`src/rtl/mult_div_pkg.sv`:
```
// rtl/mult_div_pkg.sv - shared types and constants for the multiply/divide unit
package mult_div_pkg;

  typedef enum logic [1:0] {
    MD_MULT  = 2'd0,
    MD_MULTU = 2'd1,
    MD_DIV   = 2'd2,
    MD_DIVU  = 2'd3
  } md_op_t;

  typedef enum logic [1:0] {
    IDLE,
    RUN,
    FINISH
  } md_state_t;

  localparam int          MD_ITER       = 32;
  localparam logic [31:0] DIV0_QUOTIENT = 32'hFFFFFFFF;

  // Magnitude of an operand; unsigned ops pass the raw value through.
  function automatic logic [31:0] md_abs(input logic [31:0] v, input logic is_signed);
    return (is_signed && v[31]) ? (~v + 32'd1) : v;
  endfunction

endpackage

```
`src/rtl/mult_div_unit_if.sv`:
```
// rtl/mult_div_unit_if.sv - operand, control and HI/LO bundle between pipeline and multiply/divide unit
interface mult_div_unit_if;
  logic        start;
  logic [1:0]  op;
  logic [31:0] A;
  logic [31:0] B;
  logic        hi_we;
  logic        lo_we;
  logic [31:0] wdata;
  logic [31:0] hi;
  logic [31:0] lo;
  logic        busy;
  logic        done;

  modport master (
    output start, op, A, B, hi_we, lo_we, wdata,
    input  hi, lo, busy, done
  );

  modport slave (
    input  start, op, A, B, hi_we, lo_we, wdata,
    output hi, lo, busy, done
  );
endinterface

```
`src/rtl/mult_div_core.sv`:
```
// rtl/mult_div_core.sv - one radix-2 shift-add (multiply) or restoring shift-subtract (divide) step
module mult_div_core (
  input  logic        is_div,
  input  logic [63:0] acc,
  input  logic [31:0] operand,
  output logic [63:0] acc_next
);

  logic [32:0] sum;
  logic [32:0] rem_sh;

  // Multiply: acc = {partial product, remaining multiplier bits}.
  // Divide:   acc = {partial remainder, dividend bits / quotient bits}.
  always_comb begin
    acc_next = acc;
    sum      = '0;
    rem_sh   = '0;
    if (is_div) begin
      rem_sh = {acc[63:32], acc[31]};
      if (rem_sh >= {1'b0, operand}) begin
        sum      = rem_sh - {1'b0, operand};
        acc_next = {sum[31:0], acc[30:0], 1'b1};
      end else begin
        acc_next = {rem_sh[31:0], acc[30:0], 1'b0};
      end
    end else begin
      sum      = {1'b0, acc[63:32]} + (acc[0] ? {1'b0, operand} : 33'd0);
      acc_next = {sum, acc[31:1]};
    end
  end

endmodule

```
`src/rtl/mult_div_unit.sv`:
```
// rtl/mult_div_unit.sv - iterative multiply/divide unit owning HI/LO; FAST_MULT_EN selects a single-cycle multiplier
module mult_div_unit
  import mult_div_pkg::*;
#(
  parameter int ITER = MD_ITER
) (
  input  logic     clk,
  input  logic     reset,
  mult_div_unit_if.slave bus
);

  md_state_t   state, state_next;
  md_op_t      op_in;
  logic        is_div_in, is_signed_in, div0_in;
  logic [31:0] a_mag, b_mag;
  logic [5:0]  cnt;
  logic [63:0] acc, acc_next;
  logic [31:0] opnd;
  logic        is_div_q, neg_res, neg_rem, div0_q;
  logic [31:0] hi_q, lo_q;
  logic        done_q;
  logic [31:0] q_fix, r_fix;
  logic [63:0] prod_fix, result;

  assign op_in        = md_op_t'(bus.op);
  assign is_div_in    = (op_in == MD_DIV) || (op_in == MD_DIVU);
  assign is_signed_in = (op_in == MD_MULT) || (op_in == MD_DIV);
  assign a_mag        = md_abs(bus.A, is_signed_in);
  assign b_mag        = md_abs(bus.B, is_signed_in);
  assign div0_in      = is_div_in && (bus.B == 32'd0);

  assign bus.hi   = hi_q;
  assign bus.lo   = lo_q;
  assign bus.done = done_q;
  assign bus.busy = (state != IDLE);

  mult_div_core u_core (
    .is_div   (is_div_q),
    .acc      (acc),
    .operand  (opnd),
    .acc_next (acc_next)
  );

  // Next-state: divide-by-zero skips the iterations; fast multiply never leaves IDLE.
  always_comb begin
    state_next = state;
    case (state)
      IDLE: begin
        if (bus.start) begin
          if (div0_in)        state_next = FINISH;
          else if (is_div_in) state_next = RUN;
          else begin
`ifdef FAST_MULT_EN
            state_next = IDLE;
`else
            state_next = RUN;
`endif
          end
        end
      end
      RUN:     if (cnt == 6'(ITER - 1)) state_next = FINISH;
      FINISH:  state_next = IDLE;
      default: state_next = IDLE;
    endcase
  end

  // State register.
  always_ff @(posedge clk or posedge reset) begin
    if (reset) state <= IDLE;
    else       state <= state_next;
  end

  // Sign correction of the magnitude result; divide-by-zero returns the raw dividend in HI.
  always_comb begin
    q_fix    = neg_res ? -acc[31:0] : acc[31:0];
    r_fix    = neg_rem ? -acc[63:32] : acc[63:32];
    prod_fix = neg_res ? -acc : acc;
    if (div0_q)        result = {acc[63:32], DIV0_QUOTIENT};
    else if (is_div_q) result = {r_fix, q_fix};
    else               result = prod_fix;
  end

`ifdef FAST_MULT_EN
  logic        fast_pend;
  logic [63:0] fast_prod, fast_raw;
  assign fast_raw = {32'd0, a_mag} * {32'd0, b_mag};
`endif

  // Operand capture, iteration, HI/LO update and MTHI/MTLO writes.
  always_ff @(posedge clk or posedge reset) begin
    if (reset) begin
      cnt      <= '0;
      acc      <= '0;
      opnd     <= '0;
      is_div_q <= 1'b0;
      neg_res  <= 1'b0;
      neg_rem  <= 1'b0;
      div0_q   <= 1'b0;
      hi_q     <= '0;
      lo_q     <= '0;
      done_q   <= 1'b0;
`ifdef FAST_MULT_EN
      fast_pend <= 1'b0;
      fast_prod <= '0;
`endif
    end else begin
      done_q <= 1'b0;
      case (state)
        IDLE: begin
          if (bus.start) begin
            is_div_q <= is_div_in;
            div0_q   <= div0_in;
            neg_res  <= is_signed_in && (bus.A[31] ^ bus.B[31]);
            neg_rem  <= is_signed_in && is_div_in && bus.A[31];
            cnt      <= '0;
            opnd     <= is_div_in ? b_mag : a_mag;
            acc      <= div0_in ? {bus.A, 32'd0} : {32'd0, (is_div_in ? a_mag : b_mag)};
          end else begin
            if (bus.hi_we) hi_q <= bus.wdata;
            if (bus.lo_we) lo_q <= bus.wdata;
          end
        end
        RUN: begin
          acc <= acc_next;
          cnt <= cnt + 6'd1;
        end
        FINISH: begin
          {hi_q, lo_q} <= result;
          done_q       <= 1'b1;
        end
        default: ;
      endcase
`ifdef FAST_MULT_EN
      fast_pend <= (state == IDLE) && bus.start && !is_div_in;
      fast_prod <= (is_signed_in && (bus.A[31] ^ bus.B[31])) ? -fast_raw : fast_raw;
      if (fast_pend) begin
        {hi_q, lo_q} <= fast_prod;
        done_q       <= 1'b1;
      end
`endif
    end
  end

endmodule
```
`src/flat_wrapper.sv`:
```
// flat-port wrapper written by rule: the top's interface ports become plain ports
module mult_div_unit_flat import mult_div_pkg::*;
#(
  parameter int ITER = MD_ITER
)
  (clk, reset, bus_start, bus_op, bus_A, bus_B, bus_hi_we, bus_lo_we, bus_wdata, bus_hi, bus_lo, bus_busy, bus_done);
  mult_div_unit_if bus_i ();
  input  logic clk;
  input  logic reset;
  input wire logic [$bits(bus_i.start)-1:0] bus_start;
  input wire logic [$bits(bus_i.op)-1:0] bus_op;
  input wire logic [$bits(bus_i.A)-1:0] bus_A;
  input wire logic [$bits(bus_i.B)-1:0] bus_B;
  input wire logic [$bits(bus_i.hi_we)-1:0] bus_hi_we;
  input wire logic [$bits(bus_i.lo_we)-1:0] bus_lo_we;
  input wire logic [$bits(bus_i.wdata)-1:0] bus_wdata;
  output wire logic [$bits(bus_i.hi)-1:0] bus_hi;
  output wire logic [$bits(bus_i.lo)-1:0] bus_lo;
  output wire logic [$bits(bus_i.busy)-1:0] bus_busy;
  output wire logic [$bits(bus_i.done)-1:0] bus_done;
  assign bus_i.start = bus_start;
  assign bus_i.op = bus_op;
  assign bus_i.A = bus_A;
  assign bus_i.B = bus_B;
  assign bus_i.hi_we = bus_hi_we;
  assign bus_i.lo_we = bus_lo_we;
  assign bus_i.wdata = bus_wdata;
  assign bus_hi = bus_i.hi;
  assign bus_lo = bus_i.lo;
  assign bus_busy = bus_i.busy;
  assign bus_done = bus_i.done;
  mult_div_unit #(.ITER(ITER)) u_core (.clk(clk), .reset(reset), .bus(bus_i));
endmodule
```
`config.mk`:
```
export PLATFORM = sky130hd
export DESIGN_NAME = mult_div_unit_flat
export DESIGN_NICKNAME = d
export VERILOG_FILES = /design/src/rtl/mult_div_pkg.sv /design/src/rtl/mult_div_unit_if.sv /design/src/rtl/mult_div_core.sv /design/src/rtl/mult_div_unit.sv /design/src/flat_wrapper.sv
export SDC_FILE = /design/constraint.sdc
export NUM_CORES = 1
export LEC_CHECK = 0
export CORE_MARGIN = 5
export CORE_UTILIZATION = 58
export CTS_CLUSTER_SIZE = 25
export DETAILED_ROUTE_END_ITERATION = 10
export PLACE_DENSITY_LB_ADDON = 0.1
export SYNTH_ARGS = -nofsm -noshare
export SYNTH_HDL_FRONTEND = slang
export SYNTH_SLANG_ARGS = --single-unit
export TNS_END_PERCENT = 1
```
`constraint.sdc`:
```
create_clock -name clk -period 8.2 [get_ports clk]
set_input_delay 1.64 -clock clk [delete_from_list [all_inputs] [get_ports clk]]
set_output_delay 1.64 -clock clk [all_outputs]
set_load 0.02 [all_outputs]
```
==> results of run 1 <==
routing by layer:
metal / vias to the layer above / share of wire, %
met5: - / 0
met4: 0 / 6.9
met3: 201 / 9.9
met2: 934 / 45
met1: 7458 / 39
li1: 7200 / -
cells by family after synthesis:
kind of cell             count (synthesis)
AO/OA/AOI/OAI                          663
XOR/XNOR                               170
adder cells (fa/ha/maj)                 71
buffers and inverters                  182
flip-flops                             173
multiplexers                            72
AND/OR/NAND/NOR                        580
state kept, by name (all words and copies together), names as in the netlist:
name	flops
u_core.acc	64
u_core.bus.done	1
u_core.bus.hi	32
u_core.bus.lo	32
u_core.cnt	6
u_core.div0_q	1
u_core.is_div_q	1
u_core.neg_rem	1
u_core.neg_res	1
u_core.opnd	32
u_core.state	2
area by class of cell:
| cell class | count | area share (%) |
|---|---|---|
| clock inverter | 15 | 1.01 |
| clock buffer | 17 | 2.42 |
| tap | 335 | 2.38 |
| multi-input combinational | 1556 | 57.9 |
| inverter | 66 | 1.44 |
| timing repair buffer | 186 | 10.3 |
| sequential | 173 | 24.6 |
cell usage in the layout (no fill, tap or decap), drive strengths merged, types with 10 or more instances in the layout:
cell           netlist  routed
a21o                38      38
nand4               13      13
nand2              191     191
a211oi              40      40
clkdlybuf4s50        0     167
a2111oi             14      14
o21a                15      15
o22ai               33      33
or3                 16      16
or4                 16      16
nor4                10      10
o21ai              179     179
o21bai              14      14
clkbuf              84      17
nand3               32      32
mux2i               70      70
a222oi              12      12
inv                 65      75
a21oi              150     150
dfrtp              173     173
a221oi              15      15
and3                10      10
o211ai              28      28
o41ai               15      15
nor2b               25      25
nor3                39      39
ha                  69      69
nand2b              16      16
nor2               176     176
xor2                64      64
a31oi               28      28
buf                 32      19
xnor2              106     106
o31ai               32      32
worst reg2reg max path, delay by kind of cell, from the launching register on:
kind / cells / cell delay (ns)
simple gates: 5 / 0.87
compound gates: 5 / 2.24
fa+ha+maj: 1 / 0.32
flops: 1 / 0.50
buf+inv: 2 / 0.64
path summary, 6_finish.rpt:
kind | to | slack, ns | start
max | u_core.acc[62]$_DFFE_PP0P_ | 3.49 | u_core.acc[0]$_DFFE_PP0P_
min | u_core.bus.lo[8]$_DFFE_PP0P_ | 0.48 | u_core.bus.lo[8]$_DFFE_PP0P_
max reg2reg | u_core.acc[62]$_DFFE_PP0P_ | 3.49 | u_core.acc[0]$_DFFE_PP0P_
min reg2reg | u_core.bus.lo[8]$_DFFE_PP0P_ | 0.48 | u_core.bus.lo[8]$_DFFE_PP0P_
max in group asynchronous | u_core.acc[12]$_DFFE_PP0P_ | 4.86 | reset
min in group asynchronous | u_core.bus.hi[17]$_DFFE_PP0P_ | 1.80 | reset
where the power goes:
part | internal (mW) | switching (mW)
logic | 2.24 | 3.07
registers | 1.28 | 0.657
clock network | 0.416 | 0.429
per-stage QoR:
step / util (%) / total power [mW] / instances / area, sq um / hold slack [ns]
CTS: 67.9 / 7.95 / 2348 / 17600 / 0.489
global route: 68.0 / 8.63 / 2348 / 17600 / 0.502
floorplan: - / 5.46 / 1911 / 15200 / 0.449
finish: 68.0 / 8.09 / 2348 / 17600 / 0.481
detailed placement: 65.6 / 7.09 / 2316 / 17000 / 0.469
global placement: 65.6 / 6.99 / 2316 / 17000 / 0.461
==> flow_summary.ini, run 1 <==
[power]
power.density_nw_per_um2 = 460
leakage_nw = 7.18
ir_worst_vdd_v = 0.000318

[drt]
via_per_inst = 6.73
drt_drc_violations_left = 0
first_pass_iters = 8
wl_per_cell_microns = 23.8
postRouteAntennaNets = 0
drtIter0Drc = 1867
vias = 15800
wirelength_microns = 55900

[floorplan]
die_w_microns = 172
ios = 169
die_h_microns = 172
num_rows = 59
core_sq_um = 25900
dieArea_sq_um = 29500
initial_utilization_pct = 58.6

[placement]
gp_congestion = 1.02
port-buffer-count = 168
place_ws_ns = 3.15
dp_hpwl_microns = 41700

[clock_network]
cts_setup_buffers = 0
clkTransAtPathRegs_ns = 0.08
cts_resized = 0
numCtsBuffers = 17
htreeDepth = 4
root_buffer = clkbuf_16
postCtsHoldBufs = 0
clockBufferDepth = 2
cts_tree = yes
clock-sinks = 173
clock_latency_ns = 0.45

[grt]
grt_start_max_net_pins = 106
gr-max-usage-layer = met2
grt_first_pass_wirelength_microns = 84200
grt_overflow_total = 0
track_usage_pct = 37.0
global_route.usage.met2_pct = 58.0
use_met3_pct = 5.88
grt_pass1_vias = 14800
grt_use_met1_pct = 48.1
antenna_found_initial = 0

[synthesis]
yosysWarnings = 0
seq_area_frac_synth_pct = 28.5
yosys.cell_types.count = 81
synthArstFlopShare_pct = 100
synthAdderAreaFrac_pct = 5.95
synth_top_family_by_area = compound AO/OA/AOI/OAI gates
yosysTopAreaCell = dfrtp_1
synth_top_area_share_pct = 28.5
synthXorXnorAreaFrac_pct = 9.80
synth_edf_count = 0
syn_area_sq_um = 15200
ys_ff_latch = 173
muxShareOfSynthArea_pct = 4.76
synth_flop_cell = dfrtp_1
synthSimpleGateAreaFrac_pct = 18.2
synthCells = 1911
synth_compound_gate_area_share_pct = 28.1
synth.net_count = 2085
yosys-top-cells-area = dfrtp_1 (29%), xnor2_1 (6.1%), ha_1 (5.7%)
avgSynthCellArea_sq_um = 7.95
yosysMostFrequentCell = nand2_1
synth_common_cells = nand2_1 (191), nor2_1 (175), dfrtp_1 (173)

[worst_setup_path]
path_cells = inv_1 > buf_4 > nor2_1 > ha_1 > a211oi_1 > or3_1 > nand3_1 > o211ai_1 > nand2_1 > a2111oi_0 > nor4b_1 > o21ai_0 > o311ai_0
worst-path-stages = 13
r2r_cells = 13
max_stage_delay_ns = 1.04
worstSetupEndpointType = register
path_class = reg -> reg
crit_path_start_kind = register
critPathMaxFanout = 31
critPathTopFamily = compound AO/OA/AOI/OAI gates
worstPathBufferInverterCount = 2
critPathArrivalTime_ns = 4.99
crit_required_ns = 8.47
crit_slowest_cell = a2111oi_0

[finish]
drive_above_1_share_pct = 4.67
fillers = 2248
areaGrowthSynthToFinish_pct = 15.9
nets = 2174
multi_input_area_sq_um = 10200
final-seq-area_sq_um = 4330
diodes = 0

[timing]
timing.final.ws_setup_ns = 3.49
hold_viol = 0
rsz0062_at_grt = false
setup_viol = 0
slew_violations = 0
finalCriticalPeriod_ns = 4.71
timing.max_slew.rel_slack_pct = 18.3
max_freq_ghz = 0.212
tns_ns = 0
worstMarginPinSlew_ns = 1.20
finalClockSkew_ns = 0.0176
period_share_pct = 57.5

[worst_hold_path]
hold_path.class = reg -> reg
whs_path_depth = 2

[outcome]
status = finished clean

[job]
maxCapViolCount = 0
No activity file was read; power rests on OpenSTA's default activity.
==> inputs of run 2 (changes only) <==
- CORE_UTILIZATION: 58 -> 53
- clock period: 8.2 -> 4.3 ns (I/O delays scaled with it)
==> flow_summary.ini, run 2 (synthesis results as in run 1) <==
[outcome]
status = finished clean

[worst_setup_path]
worstSetupEndpointType = register
r2r_cells = 17
ff2ff_setup_slack_ns = 0.44
crit_path_start_kind = register
crit_required_ns = 4.60
critPathMaxFanout = 20
critPathArrivalTime_ns = 4.15
path_class = reg -> reg
timing.rr.start = u_core.acc[0]$_DFFE_PP0P_
r2r_end = u_core.acc[55]$_DFFE_PP0P_

[finish]
final_cell_mix = nand2_1 (190), nor2_1 (174), dfrtp_1 (172)
areaGrowthSynthToFinish_pct = 20.2
final_common_cell = nand2_1
fillers = 2582
drive_above_1_share_pct = 7.78
largest_reg_flops = 64
nets = 2244
diodes = 0
instances_no_fill = 2467
stdcell_area_sq_um = 18300
final_util_pct = 64.1
largest-register = u_core.acc

[timing]
setup_viol = 0
worstMarginPinSlew_ns = 0.993
slew_violations = 0
rsz0062_at_grt = false
tns_ns = 0
max_freq_ghz = 0.259
finalCriticalPeriod_ns = 3.86
timing.max_slew.rel_slack_pct = 33.6
period_share_pct = 89.7
hold_viol = 0
finalClockSkew_ns = 0.0199

[clock_network]
cts_setup_buffers = 0
clkTransAtPathRegs_ns = 0.09
postCtsHoldBufs = 0
numCtsBuffers = 17
cts_tree = yes
clockBufferDepth = 2
clock_latency_ns = 0.44
root_buffer = clkbuf_16
cts_resized = 0
htreeDepth = 4
clock-sinks = 173

[floorplan]
die_h_microns = 179
initial_utilization_pct = 53.4
dieArea_sq_um = 32100
ios = 169
core_sq_um = 28500
num_rows = 62
die_w_microns = 179

[drt]
wirelength_microns = 59300
wl_per_cell_microns = 24.0
vias = 16100
drt_drc_violations_left = 0
via_per_inst = 6.53
postRouteAntennaNets = 0
first_pass_iters = 8
drtIter0Drc = 1737

[worst_hold_path]
hp-start = u_core.bus.lo[23]$_DFFE_PP0P_
hold_path.class = reg -> reg
whs_path_depth = 2
holdPathEnd = u_core.bus.lo[23]$_DFFE_PP0P_

[grt]
grt_first_pass_wirelength_microns = 87200
grt_pass1_vias = 14900
grt_start_max_net_pins = 100
grt_overflow_total = 0
antenna_found_initial = 0
track_usage_pct = 35.7

[power]
ir_worst_vdd_v = 0.000629
power.density_nw_per_um2 = 880
total_power_mw = 16.1
leakage_nw = 7.54

[placement]
port-buffer-count = 168
dp_hpwl_microns = 45700
gp_congestion = 0.990
placed_area_sq_um = 17600
placedCellCount = 2435

[job]
maxCapViolCount = 0
run 2: cell count changes in the layout (fill, tap and decap cells not counted), sizes merged:
cell,change
buf,+70
inv,-4
clkinv,+2
bufinv,+1
clkinvlp,+1
run 2: cell type report:
type	instances	area (sq um)	share of cell area [%]
Inverter	66	251	1.38
Sequential cell	173	4330	23.7
Clock buffer	17	425	2.33
Clock inverter	15	215	1.18
Tap cell	384	480	2.63
Timing Repair Buffer	256	2370	13.0
Multi-Input combinational cell	1556	10200	55.8
run 2: routing by layer:
metal | track usage (%) | wire length [microns] | vias to the layer above | share of wire [%]
met5 | 0 | 0 | - | 0
met1 | 45.4 | 23200 | 7650 | 39
met4 | 18.9 | 3590 | 0 | 6.1
met2 | 58.0 | 27000 | 924 | 46
li1 | - | - | 7357 | -
met3 | 6.09 | 5510 | 174 | 9.3
run 2: through the flow:
stage               worst slack, ns  hold WS (ns)
floorplan                     0.853         0.449
global placement              0.366         0.462
detailed placement            0.255         0.469
CTS                           0.511         0.488
global route                  0.244         0.503
finish                        0.442         0.484
run 2: power breakdown:
part | internal, mW | switching [mW] | total [mW] | leakage [nW]
clock network | 0.858 | 0.869 | 1.73 | 0.309
logic | 4.62 | 6.21 | 10.8 | 5.15
registers | 2.45 | 1.07 | 3.52 | 2.08
total | 7.93 | 8.15 | 16.1 | 7.54
run 2: worst max-delay path, stage by stage, from the launching register on:
cell and delay, ns:
dfrtp_1 0.48, inv_1 0.15, buf_4 0.30, nor2_1 0.12
ha_1 0.37, nand3_1 0.10, nor3_1 0.21, o31ai_1 0.10
buf_4 0.16, a21oi_1 0.19, o211ai_1 0.12, buf_4 0.16
o41ai_1 0.37, buf_4 0.20, buf_4 0.12, xor2_1 0.07
a222oi_1 0.32, o31ai_1 0.17
run 2: how the worst max path moves through the flow:
stage | start | end | slack (ns) | depth (start not counted)
2_1_floorplan | u_core.acc[0]$_DFFE_PP0P_ | u_core.bus.hi[6]$_DFFE_PP0P_ | 0.85 | 13
3_3_place_gp | bus_B[10] | u_core.acc[13]$_DFFE_PP0P_ | 0.37 | 10
3_5_place_dp | bus_B[10] | u_core.acc[13]$_DFFE_PP0P_ | 0.26 | 10
4_1_cts | u_core.acc[0]$_DFFE_PP0P_ | u_core.acc[55]$_DFFE_PP0P_ | 0.51 | 17
5_1_grt | u_core.acc[0]$_DFFE_PP0P_ | u_core.acc[55]$_DFFE_PP0P_ | 0.24 | 17
6_report | u_core.acc[0]$_DFFE_PP0P_ | u_core.acc[55]$_DFFE_PP0P_ | 0.44 | 17
